$ cat config.mk
export PLATFORM = sky130hd
export DESIGN_NAME = rhd_session_ctrl_flat
export DESIGN_NICKNAME = d
export VERILOG_FILES = /design/src/rtl/rhd_ctrl_pkg.sv /design/src/rtl/rhd_session_ctrl_if.sv /design/src/rtl/rhd_strobe_gen.sv /design/src/rtl/rhd_session_ctrl.sv /design/src/flat_wrapper.sv
export SDC_FILE = /design/constraint.sdc
export NUM_CORES = 1
export LEC_CHECK = 0
export ABC_AREA = 1
export CORE_MARGIN = 8
export CORE_UTILIZATION = 45
export CTS_CLUSTER_SIZE = 20
export DETAILED_ROUTE_END_ITERATION = 8
export GPL_ROUTABILITY_DRIVEN = 0
export PLACE_DENSITY = 0.65
export REMOVE_ABC_BUFFERS = 1
export SLEW_MARGIN = 20
export SYNTH_ARGS = -nofsm -noshare
export SYNTH_HDL_FRONTEND = slang
export SYNTH_SLANG_ARGS = --single-unit
$ cat constraint.sdc
create_clock -name clk -period 3.6 [get_ports clk]
set_input_delay 0.72 -clock clk [delete_from_list [all_inputs] [get_ports clk]]
set_output_delay 0.72 -clock clk [all_outputs]
set_load 0.02 [all_outputs]
$ cat src/rtl/rhd_ctrl_pkg.sv
// Shared opcodes, state encodings and default timing for the rhd_2048 session controller.
// Latency: n/a (types and constants only).
// Backpressure: n/a.
package rhd_ctrl_pkg;

    localparam int PULSE_CYCLES_DEF   = 56;         // 500 ns at 112 MHz
    localparam int TIMEOUT_CYCLES_DEF = 1_000_000;
    localparam int FRAME_W_DEF        = 32;

    typedef enum logic [1:0] {
        OP_CONFIG = 2'd0,
        OP_RECORD = 2'd1,
        OP_ZCHECK = 2'd2,
        OP_STOP   = 2'd3
    } cmd_op_e;

    // Encoding is visible to the host on state_out.
    typedef enum logic [3:0] {
        ST_IDLE      = 4'd0,
        ST_CFG_PULSE = 4'd1,
        ST_CFG_WAIT  = 4'd2,
        ST_READY     = 4'd3,
        ST_REC_PULSE = 4'd4,
        ST_RECORDING = 4'd5,
        ST_REC_STOP  = 4'd6,
        ST_ZC_PULSE  = 4'd7,
        ST_ZC_WAIT   = 4'd8
    } state_e;

    // Which start port the shared strobe generator is currently driving.
    typedef enum logic [1:0] {
        SEL_NONE = 2'd0,
        SEL_CFG  = 2'd1,
        SEL_REC  = 2'd2,
        SEL_ZC   = 2'd3
    } strobe_sel_e;

    // Bits needed to count 0..n-1, never less than one.
    function automatic int cnt_width(input int n);
        return (n > 1) ? $clog2(n) : 1;
    endfunction

endpackage

$ cat src/rtl/rhd_session_ctrl_if.sv
// Host command channel into the rhd_2048 session controller.
// Latency: n/a (wiring only).
// Backpressure: cmd_ready from the controller qualifies cmd_valid.
interface rhd_session_ctrl_if #(
    parameter int FRAME_W = 32
);
    logic               cmd_valid;
    logic               cmd_ready;
    logic [1:0]         cmd_op;
    logic               cmd_rate_20k;
    logic [FRAME_W-1:0] cmd_frames;

    modport master (
        output cmd_valid, cmd_op, cmd_rate_20k, cmd_frames,
        input  cmd_ready
    );

    modport slave (
        input  cmd_valid, cmd_op, cmd_rate_20k, cmd_frames,
        output cmd_ready
    );
endinterface

$ cat src/rtl/rhd_strobe_gen.sv
// Fixed-width pulse stretcher: one trigger cycle becomes PULSE_CYCLES cycles of pulse.
// Latency: pulse rises the cycle after trigger; done marks the last high cycle.
// Backpressure: triggers arriving while a pulse is in flight are ignored.
module rhd_strobe_gen
    import rhd_ctrl_pkg::*;
#(
    parameter int PULSE_CYCLES = PULSE_CYCLES_DEF
) (
    input  logic clk,
    input  logic rst,
    input  logic trigger,
    output logic pulse,
    output logic done
);

    localparam int CW = cnt_width(PULSE_CYCLES);

    logic          pulse_q, pulse_d;
    logic [CW-1:0] cnt_q, cnt_d;

    // Load the down-counter on trigger, drop the pulse once it has run out.
    always_comb begin
        pulse_d = pulse_q;
        cnt_d   = cnt_q;
        if (pulse_q) begin
            if (cnt_q == '0) begin
                pulse_d = 1'b0;
            end else begin
                cnt_d = cnt_q - 1'b1;
            end
        end else if (trigger) begin
            pulse_d = 1'b1;
            cnt_d   = CW'(PULSE_CYCLES - 1);
        end
    end

    // Pulse and counter registers; reset kills an in-flight pulse immediately.
    always_ff @(posedge clk or posedge rst) begin
        if (rst) begin
            pulse_q <= 1'b0;
            cnt_q   <= '0;
        end else begin
            pulse_q <= pulse_d;
            cnt_q   <= cnt_d;
        end
    end

    assign pulse = pulse_q;
    assign done  = pulse_q && (cnt_q == '0);

endmodule

$ cat src/rtl/rhd_session_ctrl.sv
// Session sequencer between host commands and rhd_2048: enforces configure-before-use ordering.
// Latency: start strobe rises the cycle after acceptance; all status outputs are registered.
// Backpressure: cmd_ready only in IDLE/READY, plus a one-cycle STOP consume while recording.
module rhd_session_ctrl
    import rhd_ctrl_pkg::*;
#(
    parameter int PULSE_CYCLES   = PULSE_CYCLES_DEF,
    parameter int TIMEOUT_CYCLES = TIMEOUT_CYCLES_DEF,
    parameter int FRAME_W        = FRAME_W_DEF
) (
    input  logic               clk,
    input  logic               rst,
    rhd_session_ctrl_if.slave  cmd,
    input  logic               rhd_busy,
    input  logic               rhd_done,
    input  logic               frame_tick,
    output logic               config_start,
    output logic               record_start,
    output logic               zcheck_start,
    output logic               sampling_rate_20k,
    output logic [FRAME_W-1:0] frame_count,
    output logic [3:0]         state_out,
    output logic               err_timeout,
    output logic               err_illegal
);

    localparam int              TO_W    = cnt_width(TIMEOUT_CYCLES);
    localparam logic [TO_W-1:0] TO_LAST = TO_W'(TIMEOUT_CYCLES - 1);

    state_e             state_q, state_d;
    strobe_sel_e        sel_q, sel_d;
    logic               rate_q, rate_d;
    logic               cfg_q, cfg_d;
    logic               err_to_q, err_to_d;
    logic               err_il_q, err_il_d;
    logic [FRAME_W-1:0] limit_q, limit_d;
    logic [FRAME_W-1:0] fcnt_q, fcnt_d;
    logic [TO_W-1:0]    to_cnt_q, to_cnt_d;

    cmd_op_e            op;
    logic               cmd_rdy;
    logic               accept;
    logic               limit_hit;
    logic               trigger;
    logic               str_pulse;
    logic               str_done;

    // One stretcher serves all three start ports; sel_q steers it.
    rhd_strobe_gen #(
        .PULSE_CYCLES (PULSE_CYCLES)
    ) u_strobe (
        .clk     (clk),
        .rst     (rst),
        .trigger (trigger),
        .pulse   (str_pulse),
        .done    (str_done)
    );

    // Next-state, handshake and bookkeeping for the session sequence.
    always_comb begin
        state_d   = state_q;
        sel_d     = sel_q;
        rate_d    = rate_q;
        cfg_d     = cfg_q;
        err_to_d  = err_to_q;
        err_il_d  = err_il_q;
        limit_d   = limit_q;
        fcnt_d    = fcnt_q;
        to_cnt_d  = to_cnt_q;
        trigger   = 1'b0;
        op        = cmd_op_e'(cmd.cmd_op);
        cmd_rdy   = (state_q == ST_IDLE) || (state_q == ST_READY);
        accept    = cmd.cmd_valid && cmd_rdy;
        // Widened so a saturated counter can never alias onto the limit.
        limit_hit = (limit_q != '0) && (({1'b0, fcnt_q} + 1'b1) == {1'b0, limit_q});

        case (state_q)
            ST_IDLE, ST_READY: begin
                if (accept) begin
                    case (op)
                        OP_CONFIG: begin
                            rate_d   = cmd.cmd_rate_20k;
                            err_to_d = 1'b0;
                            err_il_d = 1'b0;
                            cfg_d    = 1'b0;
                            sel_d    = SEL_CFG;
                            trigger  = 1'b1;
                            state_d  = ST_CFG_PULSE;
                        end
                        OP_RECORD: begin
                            if ((state_q == ST_READY) && cfg_q) begin
                                limit_d = cmd.cmd_frames;
                                fcnt_d  = '0;
                                sel_d   = SEL_REC;
                                trigger = 1'b1;
                                state_d = ST_REC_PULSE;
                            end else begin
                                err_il_d = 1'b1;
                            end
                        end
                        OP_ZCHECK: begin
                            if ((state_q == ST_READY) && cfg_q) begin
                                sel_d   = SEL_ZC;
                                trigger = 1'b1;
                                state_d = ST_ZC_PULSE;
                            end else begin
                                err_il_d = 1'b1;
                            end
                        end
                        default: begin
                            // STOP with nothing running is harmless.
                        end
                    endcase
                end
            end
            ST_CFG_PULSE, ST_ZC_PULSE: begin
                if (str_done) begin
                    to_cnt_d = '0;
                    state_d  = (state_q == ST_CFG_PULSE) ? ST_CFG_WAIT : ST_ZC_WAIT;
                end
            end
            ST_CFG_WAIT, ST_ZC_WAIT: begin
                // A done arriving on the final allowed cycle still wins.
                if (rhd_done) begin
                    if (state_q == ST_CFG_WAIT) begin
                        cfg_d = 1'b1;
                    end
                    state_d = ST_READY;
                end else if (to_cnt_q == TO_LAST) begin
                    err_to_d = 1'b1;
                    cfg_d    = 1'b0;
                    state_d  = ST_IDLE;
                end else begin
                    to_cnt_d = to_cnt_q + 1'b1;
                end
            end
            ST_REC_PULSE: begin
                if (str_done) begin
                    state_d = ST_RECORDING;
                end
            end
            ST_RECORDING: begin
                if (frame_tick && !(&fcnt_q)) begin
                    fcnt_d = fcnt_q + 1'b1;
                end
                if (rhd_done) begin
                    state_d = ST_READY;
                end else if (frame_tick && limit_hit) begin
                    state_d = ST_REC_STOP;
                end else if (cmd.cmd_valid && (op == OP_STOP)) begin
                    // Side-door consume: the host cannot otherwise hand over STOP here.
                    cmd_rdy = 1'b1;
                    state_d = ST_REC_STOP;
                end
            end
            ST_REC_STOP: begin
                if (!rhd_busy) begin
                    state_d = ST_READY;
                end
            end
            default: begin
                state_d = ST_IDLE;
            end
        endcase
    end

    // Session state and status registers.
    always_ff @(posedge clk or posedge rst) begin
        if (rst) begin
            state_q  <= ST_IDLE;
            sel_q    <= SEL_NONE;
            rate_q   <= 1'b0;
            cfg_q    <= 1'b0;
            err_to_q <= 1'b0;
            err_il_q <= 1'b0;
            limit_q  <= '0;
            fcnt_q   <= '0;
            to_cnt_q <= '0;
        end else begin
            state_q  <= state_d;
            sel_q    <= sel_d;
            rate_q   <= rate_d;
            cfg_q    <= cfg_d;
            err_to_q <= err_to_d;
            err_il_q <= err_il_d;
            limit_q  <= limit_d;
            fcnt_q   <= fcnt_d;
            to_cnt_q <= to_cnt_d;
        end
    end

    // Ready is held low during reset so every output reads zero there.
    assign cmd.cmd_ready     = cmd_rdy & ~rst;
    assign config_start      = str_pulse && (sel_q == SEL_CFG);
    assign record_start      = str_pulse && (sel_q == SEL_REC);
    assign zcheck_start      = str_pulse && (sel_q == SEL_ZC);
    assign sampling_rate_20k = rate_q;
    assign frame_count       = fcnt_q;
    assign state_out         = state_q;
    assign err_timeout       = err_to_q;
    assign err_illegal       = err_il_q;

endmodule

$ cat src/flat_wrapper.sv
// flat-port wrapper written by rule: the top's interface ports become plain ports
module rhd_session_ctrl_flat import rhd_ctrl_pkg::*;
#(
    parameter int PULSE_CYCLES   = PULSE_CYCLES_DEF,
    parameter int TIMEOUT_CYCLES = TIMEOUT_CYCLES_DEF,
    parameter int FRAME_W        = FRAME_W_DEF
)
  (clk, rst, rhd_busy, rhd_done, frame_tick, config_start, record_start, zcheck_start, sampling_rate_20k, frame_count, state_out, err_timeout, err_illegal, cmd_cmd_valid, cmd_cmd_op, cmd_cmd_rate_20k, cmd_cmd_frames, cmd_cmd_ready);
  rhd_session_ctrl_if #(.FRAME_W(FRAME_W)) cmd_i ();
  input  logic clk;
  input  logic rst;
  input  logic rhd_busy;
  input  logic rhd_done;
  input  logic frame_tick;
  output logic config_start;
  output logic record_start;
  output logic zcheck_start;
  output logic sampling_rate_20k;
  output logic [FRAME_W-1:0] frame_count;
  output logic [3:0] state_out;
  output logic err_timeout;
  output logic err_illegal;
  input wire logic [$bits(cmd_i.cmd_valid)-1:0] cmd_cmd_valid;
  input wire logic [$bits(cmd_i.cmd_op)-1:0] cmd_cmd_op;
  input wire logic [$bits(cmd_i.cmd_rate_20k)-1:0] cmd_cmd_rate_20k;
  input wire logic [$bits(cmd_i.cmd_frames)-1:0] cmd_cmd_frames;
  output wire logic [$bits(cmd_i.cmd_ready)-1:0] cmd_cmd_ready;
  assign cmd_i.cmd_valid = cmd_cmd_valid;
  assign cmd_i.cmd_op = cmd_cmd_op;
  assign cmd_i.cmd_rate_20k = cmd_cmd_rate_20k;
  assign cmd_i.cmd_frames = cmd_cmd_frames;
  assign cmd_cmd_ready = cmd_i.cmd_ready;
  rhd_session_ctrl #(.PULSE_CYCLES(PULSE_CYCLES), .TIMEOUT_CYCLES(TIMEOUT_CYCLES), .FRAME_W(FRAME_W)) u_core (.clk(clk), .rst(rst), .cmd(cmd_i), .rhd_busy(rhd_busy), .rhd_done(rhd_done), .frame_tick(frame_tick), .config_start(config_start), .record_start(record_start), .zcheck_start(zcheck_start), .sampling_rate_20k(sampling_rate_20k), .frame_count(frame_count), .state_out(state_out), .err_timeout(err_timeout), .err_illegal(err_illegal));
endmodule
### Word level (Yosys, flattened, before mapping)

Cells that the tools add are included.

| storage, ports and cells | value |
|---|---|
| bits of input ports | 41 |
| logic and storage cells | 142 |
| register bits | 101 |
| output and inout bits | 43 |

| operators by class | value |
|---|---|
| reductions and logical operators | 37 |
| multiplexer cells | 51 |
| bitwise gates (word level) | 2 |
| $add $sub $neg | 4 |
| equality and inequality tests | 37 |

Operator list:

| kind | count |
|---|---|
| 32-bit 2-to-1 mux | 4 |
| 32-bit case mux with 2 select lines | 1 |
| 20-bit 2-to-1 mux | 3 |
| 4-bit 2-to-1 mux | 12 |
| 20-bit case mux with 2 select lines | 1 |
| 32-bit by 1-bit adder with 33-bit output, second input constant | 1 |
| 33-bit by 32-bit == test with 1-bit output | 1 |
| 32-bit by 1-bit adder with 32-bit output, second input constant | 1 |
| 32-bit AND reduction | 1 |
| 32-bit nonzero test | 1 |
| 4-bit case mux with 6 select lines | 1 |
| 20-bit by 1-bit adder with 20-bit output, second input constant | 1 |
| 20-bit == test, second input constant | 1 |
| 5-bit AND reduction | 4 |
| 1-bit 2-to-1 mux | 18 |
| 6-bit 2-to-1 mux | 3 |
| 4-bit by 3-bit == test with 1-bit output, second input constant | 4 |
| 2-bit by 1-bit inequality test with 1-bit output, second input constant | 8 |
| 2-bit inequality test, second input constant | 7 |
| 3-bit by 2-bit inequality test with 1-bit output, second input constant | 4 |
| 4-bit case mux with 3 select lines | 1 |
| 4-bit AND reduction | 3 |
| 1-bit logical AND | 10 |
| 2-bit nonzero test | 5 |
| 23 further kinds | 35 |

### Longest topological paths before layout

Gate-level depths: netlist of the first run.

| depth | value |
|---|---|
| depth in word-level cells | 8 |
| depth in mapped cells | 19 |
| depth with buffers taken out | 19 |

### Cells and area by module

Synthesis of the first run repeated with hierarchy kept, for this count alone.

| second synthesis, totals | value |
|---|---|
| cells, all modules | 942 |
| area total of the unflattened synthesis | 6567.5 um^2 |

By module, submodules not included:

| module | area each (um^2) | cells an instance | times used | sequential area each (um^2) |
|---|---|---|---|---|
| rhd_session_ctrl | 6108.4 | 886 | 1 | 2352.3 |
| rhd_strobe_gen | 459.2 | 56 | 1 | 175.2 |

### Worst setup path before layout of the first run

OpenSTA, ideal clock, no wires.

| timing path | value |
|---|---|
| kind | register -> output |
| from | register u_core.fcnt_q[0] (netlist: u_core.frame_count[0]) |
| to | output cmd_cmd_ready |
| required time | 2880 ps |
| path buffers | 0 |
| data arrival time | 2188 ps |
| cell stages (with the launch flop) | 15 |
| path slack | 692 ps |
| cells stage by stage | dfrtp_1 ha_1 nand2_2 nor2_4 nand2_2 nor2_2 nand2_1 xor2_1 nand2_1 nand2_1 nand2_1 nor2_1 nand3_2 nand2_1 a21oi_1 |

| between the ends | value |
|---|---|
| cells in the longest elaborated chain, start to end | 8 |

Ends and longest elaborated chain:

| what | RTL line | RTL |
|---|---|---|
| from (decl) | rhd_session_ctrl.sv:37 | `logic [FRAME_W-1:0] fcnt_q, fcnt_d;` |
| from (signal assigned) | rhd_session_ctrl.sv:187 | `fcnt_q <= fcnt_d;` |
| 32-bit by 1-bit adder with 33-bit output | rhd_session_ctrl.sv:75 | `limit_hit = (limit_q != '0) && (({1'b0, fcnt_q} + 1'b1) == {1'b0, limit_q});` |
| 33-bit by 32-bit == test with 1-bit output | rhd_session_ctrl.sv:75 |  |
| 1-bit logical AND | rhd_session_ctrl.sv:75 |  |
| 1-bit logical AND | rhd_session_ctrl.sv:148 | `end else if (frame_tick && limit_hit) begin` |
| 1-bit 2-to-1 mux | rhd_session_ctrl.sv:148 |  |
| 1-bit 2-to-1 mux | rhd_session_ctrl.sv:146 | `if (rhd_done) begin` |
| 1-bit 2-to-1 mux | rhd_session_ctrl.sv:77 | `case (state_q)` |
| 1-bit AND | rhd_session_ctrl.sv:193 | `assign cmd.cmd_ready = cmd_rdy & ~rst;` |
| to (decl) | flat_wrapper.sv:27 | `output wire logic [$bits(cmd_i.cmd_ready)-1:0] cmd_cmd_ready;` |

No other way between the ends.

### Worst setup path in the final report of the first run

| timing path | value |
|---|---|
| from | register u_core.fcnt_q[1] (netlist: u_core.frame_count[1]) |
| to | output cmd_cmd_ready |

Same word-level chain as after synthesis.

==> results.txt, run 1 <==
----------------------------------------------------
[Outcome]
  Result of the run ... completed

[GRT]
  Grt ovf ... 0
  First-pass GRT wire length ... 29.55 mm
  Number of global-route vias before repair ... a little under 6000
  Number of antenna violations at the first check in global routing ... 0
  Global Route Usage Sum ... 0.2007
  Largest net degree at the start of global routing ... 57

[Detailed routing]
  DR pass1 iterations ... 5
  Routed via count ... 6230
  Number of nets with antenna violations after routing ... 0
  Per-cell via count in the routed design ... between 5 and 6
  Detailed-route wire length per cell ... 15.06 um
  Final Routed Wirelength ... 18.14 mm
  Number of DRC markers in iteration 0 ... about 500
  Count of unresolved DRC violations after routing ... 0

[Floorplan]
  Area inside the core boundary ... 13930 um^2
  Initial Util ... 0.4636
  Row cnt ... 43
  Floorplan die height ... between 100 and 150 um
  Chip Width ... 135.8 um
  I/O pin count ... 84
  Die Outline Area ... 18450 um^2

[Critical path]
  Critical path data arrival time ... 2.67 ns
  Endpoint type of the worst setup path ... output port
  Setup CP Type ... reg2out
  Startpoint types ... flop
  Largest driver fanout on the critical path ... 4
  Worst endpoint required time ... 2.88 ns

[Final layout]
  Count of fill cells added during filler insertion ... 1370
  Area growth from synthesis to final layout ... 23.69%
  Layout Nets ... 1069
  Diode insertion count for antenna repair ... 0
  Post-route design area ... 7990 um^2
  Non-Filler Instances ... 1204
  Share of layout cells above drive strength 1 ... 0.1084

[Power and ir drop]
  Maximum vdd drop ... around 0.4 mV
  Pwr/cell area ... between 600 and 700 nW/um^2
  Cell leakage power ... between 3 and 4 nW

[Timing]
  Final setup viols ... 0
  Final Hold Violating Endpoints ... 0
  Minimum period implied by the final worst setup slack ... 3.392 ns
  Achievable Freq ... 294.8 MHz
  Worst setup skew after layout ... 0.01122 ns
  Post-route fraction of the period consumed by the critical path ... 0.9422
  Slew Viols, Final ... 0
  Relative max-transition margin ... 0.5154
  Sum of negative setup slack ... 0 ns
  Transition time at the pin with the least slew margin ... 0.7269 ns
  Setup repair after global routing missed its margin ... no

[CTS]
  Clock buffers created by TritonCTS ... 9
  Total of hold buffers inserted after clock tree synthesis ... 0
  CTS max path bufs ... 2
  Clock Pin Slew Worst Setup and Hold Paths ... 0.08 ns
  Root buffer cell ... sky130_fd_sc_hd__clkbuf_16
  Clock insertion delay at the later pin of the skew report ... between 0.3 and 0.4 ns
  # H-tree levels ... 3
  CTS tree ... done
  Clock tree sinks ... 101

[Logic synthesis]
  Synth Cell Area ... 6460 um^2
  Synthesis-stage register bit count ... around 100
  Post-synthesis area per instance ... between 7 and 8 um^2
  Fraction of the yosys area taken by sequential cells ... 0.3912
  Synthesis warning total ... 0
  Unique cell type count in the Yosys netlist ... 43
  Synth Instances ... 915

[Place]
  Quantity of I/O buffers inserted on ports ... 83
  Post-DP HPWL ... 13.61 mm
  Placed standard-cell area ... approximately 7600 um^2
  Total placed cells including tap cells ... 1180

[Job]
  Max cap viols ... 0

[Worst hold path]
  Min-Delay Path Class ... reg2reg

----------------------------------------------------
[synthesized netlist by cell type]
| cell | n | share of area |
|---|---|---|
| sky130_fd_sc_hd__buf_4 | 1 | 0.0012 |
| sky130_fd_sc_hd__inv_1 | 114 | 0.066 |
| sky130_fd_sc_hd__ha_1 | 9 | 0.017 |
| sky130_fd_sc_hd__inv_2 | 5 | 0.0029 |
| sky130_fd_sc_hd__nand2_4 | 2 | 0.0035 |
| sky130_fd_sc_hd__nand3_2 | 3 | 0.0046 |
| sky130_fd_sc_hd__nor2_2 | 6 | 0.0058 |
| sky130_fd_sc_hd__nor2_4 | 6 | 0.010 |
| sky130_fd_sc_hd__nor2_1 | 131 | 0.076 |
| sky130_fd_sc_hd__nor3b_1 | 1 | 0.0012 |
| sky130_fd_sc_hd__o21ai_0 | 32 | 0.025 |
| sky130_fd_sc_hd__nand3b_2 | 1 | 0.0017 |
| sky130_fd_sc_hd__nor4_1 | 3 | 0.0029 |
| sky130_fd_sc_hd__a2111oi_0 | 1 | 0.0014 |
| sky130_fd_sc_hd__xnor2_1 | 2 | 0.0027 |
| sky130_fd_sc_hd__nor3_2 | 2 | 0.0031 |
| sky130_fd_sc_hd__o21ai_1 | 4 | 0.0031 |
| sky130_fd_sc_hd__xnor3_1 | 1 | 0.0035 |
| sky130_fd_sc_hd__or2_2 | 1 | 0.00097 |
| sky130_fd_sc_hd__mux2_2 | 18 | 0.031 |
| sky130_fd_sc_hd__dfrtp_1 | 101 | 0.39 |
| sky130_fd_sc_hd__clkbuf_1 | 7 | 0.0041 |
| sky130_fd_sc_hd__nor3_1 | 15 | 0.012 |
| sky130_fd_sc_hd__nand2_2 | 10 | 0.0097 |
| sky130_fd_sc_hd__xor2_1 | 8 | 0.011 |
| sky130_fd_sc_hd__nand3b_1 | 14 | 0.016 |
| sky130_fd_sc_hd__o211ai_1 | 1 | 0.0012 |
| sky130_fd_sc_hd__a31oi_1 | 3 | 0.0029 |
| sky130_fd_sc_hd__a21boi_0 | 2 | 0.0023 |
| sky130_fd_sc_hd__buf_2 | 6 | 0.0046 |
| sky130_fd_sc_hd__a21oi_1 | 29 | 0.022 |
| sky130_fd_sc_hd__o21bai_1 | 1 | 0.0012 |
| sky130_fd_sc_hd__o31ai_1 | 4 | 0.0046 |
| sky130_fd_sc_hd__nor2_8 | 1 | 0.0031 |
| sky130_fd_sc_hd__a22oi_1 | 1 | 0.0012 |
| sky130_fd_sc_hd__o22ai_1 | 26 | 0.025 |
| sky130_fd_sc_hd__nand3_1 | 75 | 0.058 |
| sky130_fd_sc_hd__nand2_1 | 255 | 0.15 |
| sky130_fd_sc_hd__o2111ai_1 | 2 | 0.0027 |
| sky130_fd_sc_hd__o221ai_1 | 1 | 0.0014 |
| sky130_fd_sc_hd__nand4_1 | 8 | 0.0077 |
| sky130_fd_sc_hd__o21ai_2 | 1 | 0.0014 |
| sky130_fd_sc_hd__a211oi_4 | 1 | 0.0031 |
[final cells by class]
class / instances / area (um^2) / area share
clock buffers: 9 / 225.2 / 0.02819
clock inverters: 7 / 58.81 / 0.007360
inverters: 119 / 449.2 / 0.05622
multi-input cells: 682 / 3485 / 0.4361
flip-flops and latches: 101 / 2536 / 0.3174
well taps: 180 / 225.2 / 0.02819
repair buffers: 106 / 1011 / 0.1265
[routing by layer]
metal / up-vias / part of all wire / track usage
met4: 0 / 0.011 / 0.04997
met5: - / 0 / 0
li1: 3169 / - / -
met3: 15 / 0.058 / 0.04760
met1: 2903 / 0.48 / 0.2759
met2: 143 / 0.45 / 0.3110
[cell families (layout without fill, tap and decap cells)]
family | Yosys count | count (layout) | synth area share
xor gates and xnor gates | 11 | 11 | 0.01705
muxes | 18 | 18 | 0.03138
and+or+nand+nor | 534 | 535 | 0.3651
DFF | 101 | 101 | 0.3912
adders and majority gates | 9 | 9 | 0.01743
AOI/OAI and AO/OA | 109 | 109 | 0.09878
buffers and inverters | 133 | 241 | 0.07903
[placed cells by master, fill, tap and decap left out, types with 10 or more instances in the layout]
| cell | n |
|---|---|
| sky130_fd_sc_hd__nand2_1 | 255 |
| sky130_fd_sc_hd__nor2_1 | 128 |
| sky130_fd_sc_hd__inv_1 | 113 |
| sky130_fd_sc_hd__dfrtp_1 | 94 |
| sky130_fd_sc_hd__clkdlybuf4s50_1 | 82 |
| sky130_fd_sc_hd__nand3_1 | 74 |
| sky130_fd_sc_hd__o21ai_0 | 32 |
| sky130_fd_sc_hd__a21oi_1 | 29 |
| sky130_fd_sc_hd__o22ai_1 | 26 |
| sky130_fd_sc_hd__buf_4 | 22 |
| sky130_fd_sc_hd__mux2_2 | 18 |
| sky130_fd_sc_hd__nor3_1 | 15 |
| sky130_fd_sc_hd__nand3b_1 | 14 |
| sky130_fd_sc_hd__nor2_4 | 10 |
[power breakdown]
part | switching [mW] | internal (mW) | total [mW]
logic | 1.60 | 1.05 | 2.64
clock network | 0.472 | 0.479 | 0.951
registers | 0.373 | 1.44 | 1.82
total | 2.44 | 2.97 | 5.41
[repair_timing]
item                                    in CTS  in global routing
setup buffers                                1                  6
endpoints found under the hold margin        0                  0
endpoints found under the setup margin       1                  1
cloned                                       0                  1
pin swaps                                    1                  5
gates resized for setup                      5                 14
[stage by stage]
stage | utilization | power, mW | hold WS [ns] | setup WS (ns)
floorplan | - | 3.402 | 0.4515 | 0.09496
global placement | 0.5453 | 4.392 | 0.4597 | 0.1640
detailed placement | 0.5453 | 4.409 | 0.4631 | 0.07297
CTS | 0.5673 | 5.384 | 0.4813 | 0.00009659
global route | 0.5734 | 5.820 | 0.4975 | 0.009755
finish | 0.5734 | 5.407 | 0.4778 | 0.2080
[critical path, stage by stage (launching register included)]
cell,delay [ns]
sky130_fd_sc_hd__dfrtp_1,0.36
sky130_fd_sc_hd__ha_1,0.20
sky130_fd_sc_hd__nand2_2,0.10
sky130_fd_sc_hd__nor2_4,0.20
sky130_fd_sc_hd__nand2_4,0.11
sky130_fd_sc_hd__nor2_4,0.16
sky130_fd_sc_hd__nand2_1,0.07
sky130_fd_sc_hd__nand2_1,0.08
sky130_fd_sc_hd__nand2_1,0.07
sky130_fd_sc_hd__nand2_1,0.06
sky130_fd_sc_hd__nand2_1,0.05
sky130_fd_sc_hd__nor2_1,0.15
sky130_fd_sc_hd__nand2_1,0.06
sky130_fd_sc_hd__nor2_1,0.18
sky130_fd_sc_hd__nand3_4,0.13
sky130_fd_sc_hd__nand2_1,0.08
sky130_fd_sc_hd__a21oi_1,0.06
sky130_fd_sc_hd__clkbuf_2,0.17
[worst paths after layout]
kind / startpoint / to / slack (ns) / cells after the start
max reg2reg: u_core.state_out[1]$_DFFE_PP0P_ / u_core.to_cnt_q[15]$_DFFE_PP0P_ / 1.05 / 15
min in group asynchronous: rst / u_core.err_illegal$_DFFE_PP0P_ / 0.86 / 2
max in group asynchronous: rst / u_core.frame_count[29]$_DFFE_PP0P_ / 1.96 / 3
max: u_core.frame_count[1]$_DFFE_PP0P_ / cmd_cmd_ready / 0.21 / 17
min: u_core.sampling_rate_20k$_DFFE_PP0P_ / u_core.sampling_rate_20k$_DFFE_PP0P_ / 0.48 / 2
min reg2reg: u_core.sampling_rate_20k$_DFFE_PP0P_ / u_core.sampling_rate_20k$_DFFE_PP0P_ / 0.48 / 2
[registers in the layout, indices dropped and copies added (netlist names)]
register and cells:
u_core.limit_q 32, u_core.u_strobe.cnt_q 6, u_core.state_out 4, u_core.err_timeout 1, u_core.frame_count 32, u_core.err_illegal 1
u_core.to_cnt_q 20, u_core.sel_q 2, u_core.sampling_rate_20k 1, u_core.cfg_q 1, u_core.u_strobe.pulse 1
No activity file was read; power rests on OpenSTA's default activity.
==> run 2, diff against run 1 <==
DONT_BUFFER_PORTS = 1   (was unset)
PLACE_DENSITY = 0.58   (was 0.65)
clock period = 4.21 ns   (was 3.6 ns; I/O delays follow)
==> run 2 against run 1 <==
Non-clock buffer count shrank 100. Worst setup slack gained 0.074 ns. Register-to-register slack got worse by 0.06 ns. Sequential power about the same. Via count fell by 3.9%. Sequential share of layout area grew 4.2 points. Combinational power is 42% lower. Clock skew fell by 0.0020 ns. Wire length fell by 1.4%. Total power is 20% lower.
==> results.txt, run 2 (synthesized netlist as in run 1, its figures left out) <==
----------------------------------------------------
[Place]
  Setup slack after placement ... 0.6743 ns (+0.6014 ns)
  Placed standard-cell area ... 6680 um^2 (-12%)
  Quantity of I/O buffers inserted on ports ... 0 (-100%)
  Post-DP HPWL ... 13.90 mm (+2.2%)

[Floorplan]
  Initial Util ... 0.4636 (unchanged)
  Area inside the core boundary ... 13930 um^2 (unchanged)
  I/O pin count ... 84 (unchanged)
  Row cnt ... 43 (unchanged)
  Die Outline Area ... 18450 um^2 (unchanged)
  Floorplan die height ... 135.8 um (unchanged)
  Chip Width ... 135.8 um (unchanged)

[CTS]
  # H-tree levels ... 3 (unchanged)
  CTS tree ... done
  Number of gates resized after cts ... 0 (-5)
  Root buffer cell ... sky130_fd_sc_hd__clkbuf_16
  Total of hold buffers inserted after clock tree synthesis ... 0 (unchanged)
  Setup repair bufs after CTS ... 0 (-1)
  Clock Pin Slew Worst Setup and Hold Paths ... 0.07 ns (about the same)
  Clock insertion delay at the later pin of the skew report ... 0.36 ns (about the same)
  Clock tree sinks ... 101 (unchanged)
  CTS max path bufs ... 2 (unchanged)
  Clock buffers created by TritonCTS ... 9 (unchanged)

[Critical path]
  Worst endpoint required time ... 3.37 ns (+0.49 ns)
  Setup CP Type ... reg2out
  Endpoint type of the worst setup path ... output port
  RR Endpoint ... u_core.frame_count[24]$_DFFE_PP0P_
  Critical path destination ... cmd_cmd_ready
  Worst Reg2Reg Path Length in Cells ... 10 (-5)
  Launch point of the critical path ... u_core.frame_count[0]$_DFFE_PP0P_
  Largest driver fanout on the critical path ... 7 (+3)
  Startpoint types ... flop
  R2r setup slk ... 0.99 ns (-0.06 ns)
  Reg2Reg Launch Point ... u_core.frame_count[0]$_DFFE_PP0P_
  Critical path data arrival time ... 3.09 ns (+0.42 ns)

[Detailed routing]
  Per-cell via count in the routed design ... 5.431 (+5.0%)
  Routed via count ... 5990 (-3.9%)
  Number of nets with antenna violations after routing ... 0 (unchanged)
  DR pass1 iterations ... 5 (unchanged)
  Detailed-route wire length per cell ... 16.22 um (+7.7%)
  Count of unresolved DRC violations after routing ... 0 (unchanged)
  Number of DRC markers in iteration 0 ... 405 (-17%)
  Final Routed Wirelength ... 17.89 mm (-1.4%)

[Power and ir drop]
  Cell leakage power ... 3.490 nW (-10%)
  Pwr/cell area ... 616.3 nW/um^2 (-8.9%)
  Final Total Pwr ... 4.331 mW (-20%)
  Maximum vdd drop ... 0.3833 mV (-2.9%)

[Final layout]
  Final design utilization ... 0.5044 (-0.06905)
  Count of fill cells added during filler insertion ... 1409 (+2.8%)
  Share of layout cells above drive strength 1 ... 0.08884 (-0.01956)
  Post-route design area ... 7028 um^2 (-12%)
  Top library cells by usage in the layout, fill and taps aside ... 255 x sky130_fd_sc_hd__nand2_1, 131 x sky130_fd_sc_hd__nor2_1, 113 x sky130_fd_sc_hd__inv_1, 101 x sky130_fd_sc_hd__dfrtp_1, 74 x sky130_fd_sc_hd__nand3_1
  Diode insertion count for antenna repair ... 0 (unchanged)
  Area growth from synthesis to final layout ... 8.793%
  Most frequent standard cell in the layout excluding fill and tap cells ... sky130_fd_sc_hd__nand2_1
  Layout Nets ... 968 (-9.4%)

[Timing]
  Worst setup skew after layout ... 0.009174 ns (-0.002043 ns)
  Setup repair after global routing missed its margin ... no
  Transition time at the pin with the least slew margin ... 0.7289 ns (+0.002027 ns)
  Achievable Freq ... 254.6 MHz
  Sum of negative setup slack ... 0 ns (unchanged)
  Minimum period implied by the final worst setup slack ... 3.928 ns
  Relative max-transition margin ... 0.5140 (-0.001351)
  Final worst-path setup slack ... 0.2822 ns (+0.07420 ns)
  Post-route fraction of the period consumed by the critical path ... 0.9330
  Final setup viols ... 0 (unchanged)
  Slew Viols, Final ... 0 (unchanged)
  Final Hold Violating Endpoints ... 0 (unchanged)

[GRT]
  Number of global-route vias before repair ... 5690 (-4.5%)
  Number of antenna violations at the first check in global routing ... 0 (unchanged)
  First-pass GRT wire length ... 28.72 mm (-2.8%)
  Global Route Usage Sum ... 0.1987 (-0.002010)
  Largest net degree at the start of global routing ... 59 (+3.5%)
  Grt ovf ... 0 (unchanged)

[Outcome]
  Result of the run ... completed

[Job]
  Max cap viols ... 0 (unchanged)

[Worst hold path]
  Min-Delay Path Class ... reg2reg

----------------------------------------------------
run 2: routing by layer:
layer | track usage | up-vias | share of wire | wire length [um]
li1 | - | 2968 | - | -
met1 | 0.2567 | 2823 | 0.44 | 7918
met2 | 0.3085 | 175 | 0.45 | 8053
met3 | 0.06052 | 24 | 0.086 | 1538
met4 | 0.06909 | 0 | 0.021 | 381
met5 | 0 | - | 0 | 0
run 2: final cells by class:
cell class | count | area, um^2 | area share
Timing Repair Buffer | 6 | 45.04 | 0.006409
Clock inverter | 6 | 108.9 | 0.01549
Sequential cell | 101 | 2527 | 0.3596
Multi-Input combinational cell | 681 | 3433 | 0.4885
Tap cell | 180 | 225.2 | 0.03205
Inverter | 119 | 449.2 | 0.06391
Clock buffer | 10 | 239.0 | 0.03400
run 2: where the power goes:
group / internal [mW] / switching [mW] / total (mW)
logic: 0.504 / 1.02 / 1.53
clock network: 0.598 / 0.385 / 0.983
registers: 1.22 / 0.600 / 1.82
run 2: through the flow:
stage	instances	hold slack (ns)
floorplan	901	0.4515
global placement	1087	0.4721
detailed placement	1087	0.4696
CTS	1103	0.4868
global route	1103	0.5291
finish	1103	0.4829
run 2: worst min-delay path by stage:
stage                                               startpoint                                   end  slack (ns)  cells after the start
after floorplan           u_core.u_strobe.cnt_q[5]$_DFFE_PP0P_  u_core.u_strobe.cnt_q[5]$_DFFE_PP0P_        0.45                      2
after global placement    u_core.u_strobe.cnt_q[5]$_DFFE_PP0P_  u_core.u_strobe.cnt_q[5]$_DFFE_PP0P_        0.47                      2
after detailed placement  u_core.u_strobe.cnt_q[5]$_DFFE_PP0P_  u_core.u_strobe.cnt_q[5]$_DFFE_PP0P_        0.47                      2
after CTS                 u_core.u_strobe.cnt_q[5]$_DFFE_PP0P_  u_core.u_strobe.cnt_q[5]$_DFFE_PP0P_        0.49                      2
after global routing      u_core.u_strobe.cnt_q[5]$_DFFE_PP0P_  u_core.u_strobe.cnt_q[5]$_DFFE_PP0P_        0.53                      2
final                     u_core.u_strobe.cnt_q[5]$_DFFE_PP0P_  u_core.u_strobe.cnt_q[5]$_DFFE_PP0P_        0.48                      2
run 2: critical path: stages, from the launching register on:
cell and delay (ns):
sky130_fd_sc_hd__dfrtp_1 0.56, sky130_fd_sc_hd__ha_1 0.27, sky130_fd_sc_hd__nand2_2 0.10, sky130_fd_sc_hd__nor2_4 0.19, sky130_fd_sc_hd__nand2_2 0.14, sky130_fd_sc_hd__nor2_2 0.20
sky130_fd_sc_hd__a21boi_0 0.26, sky130_fd_sc_hd__nand3_1 0.19, sky130_fd_sc_hd__nor2_1 0.05, sky130_fd_sc_hd__nand3_1 0.10, sky130_fd_sc_hd__nor2_2 0.05, sky130_fd_sc_hd__nand3_2 0.11
sky130_fd_sc_hd__nand2_1 0.08, sky130_fd_sc_hd__a21oi_1 0.43
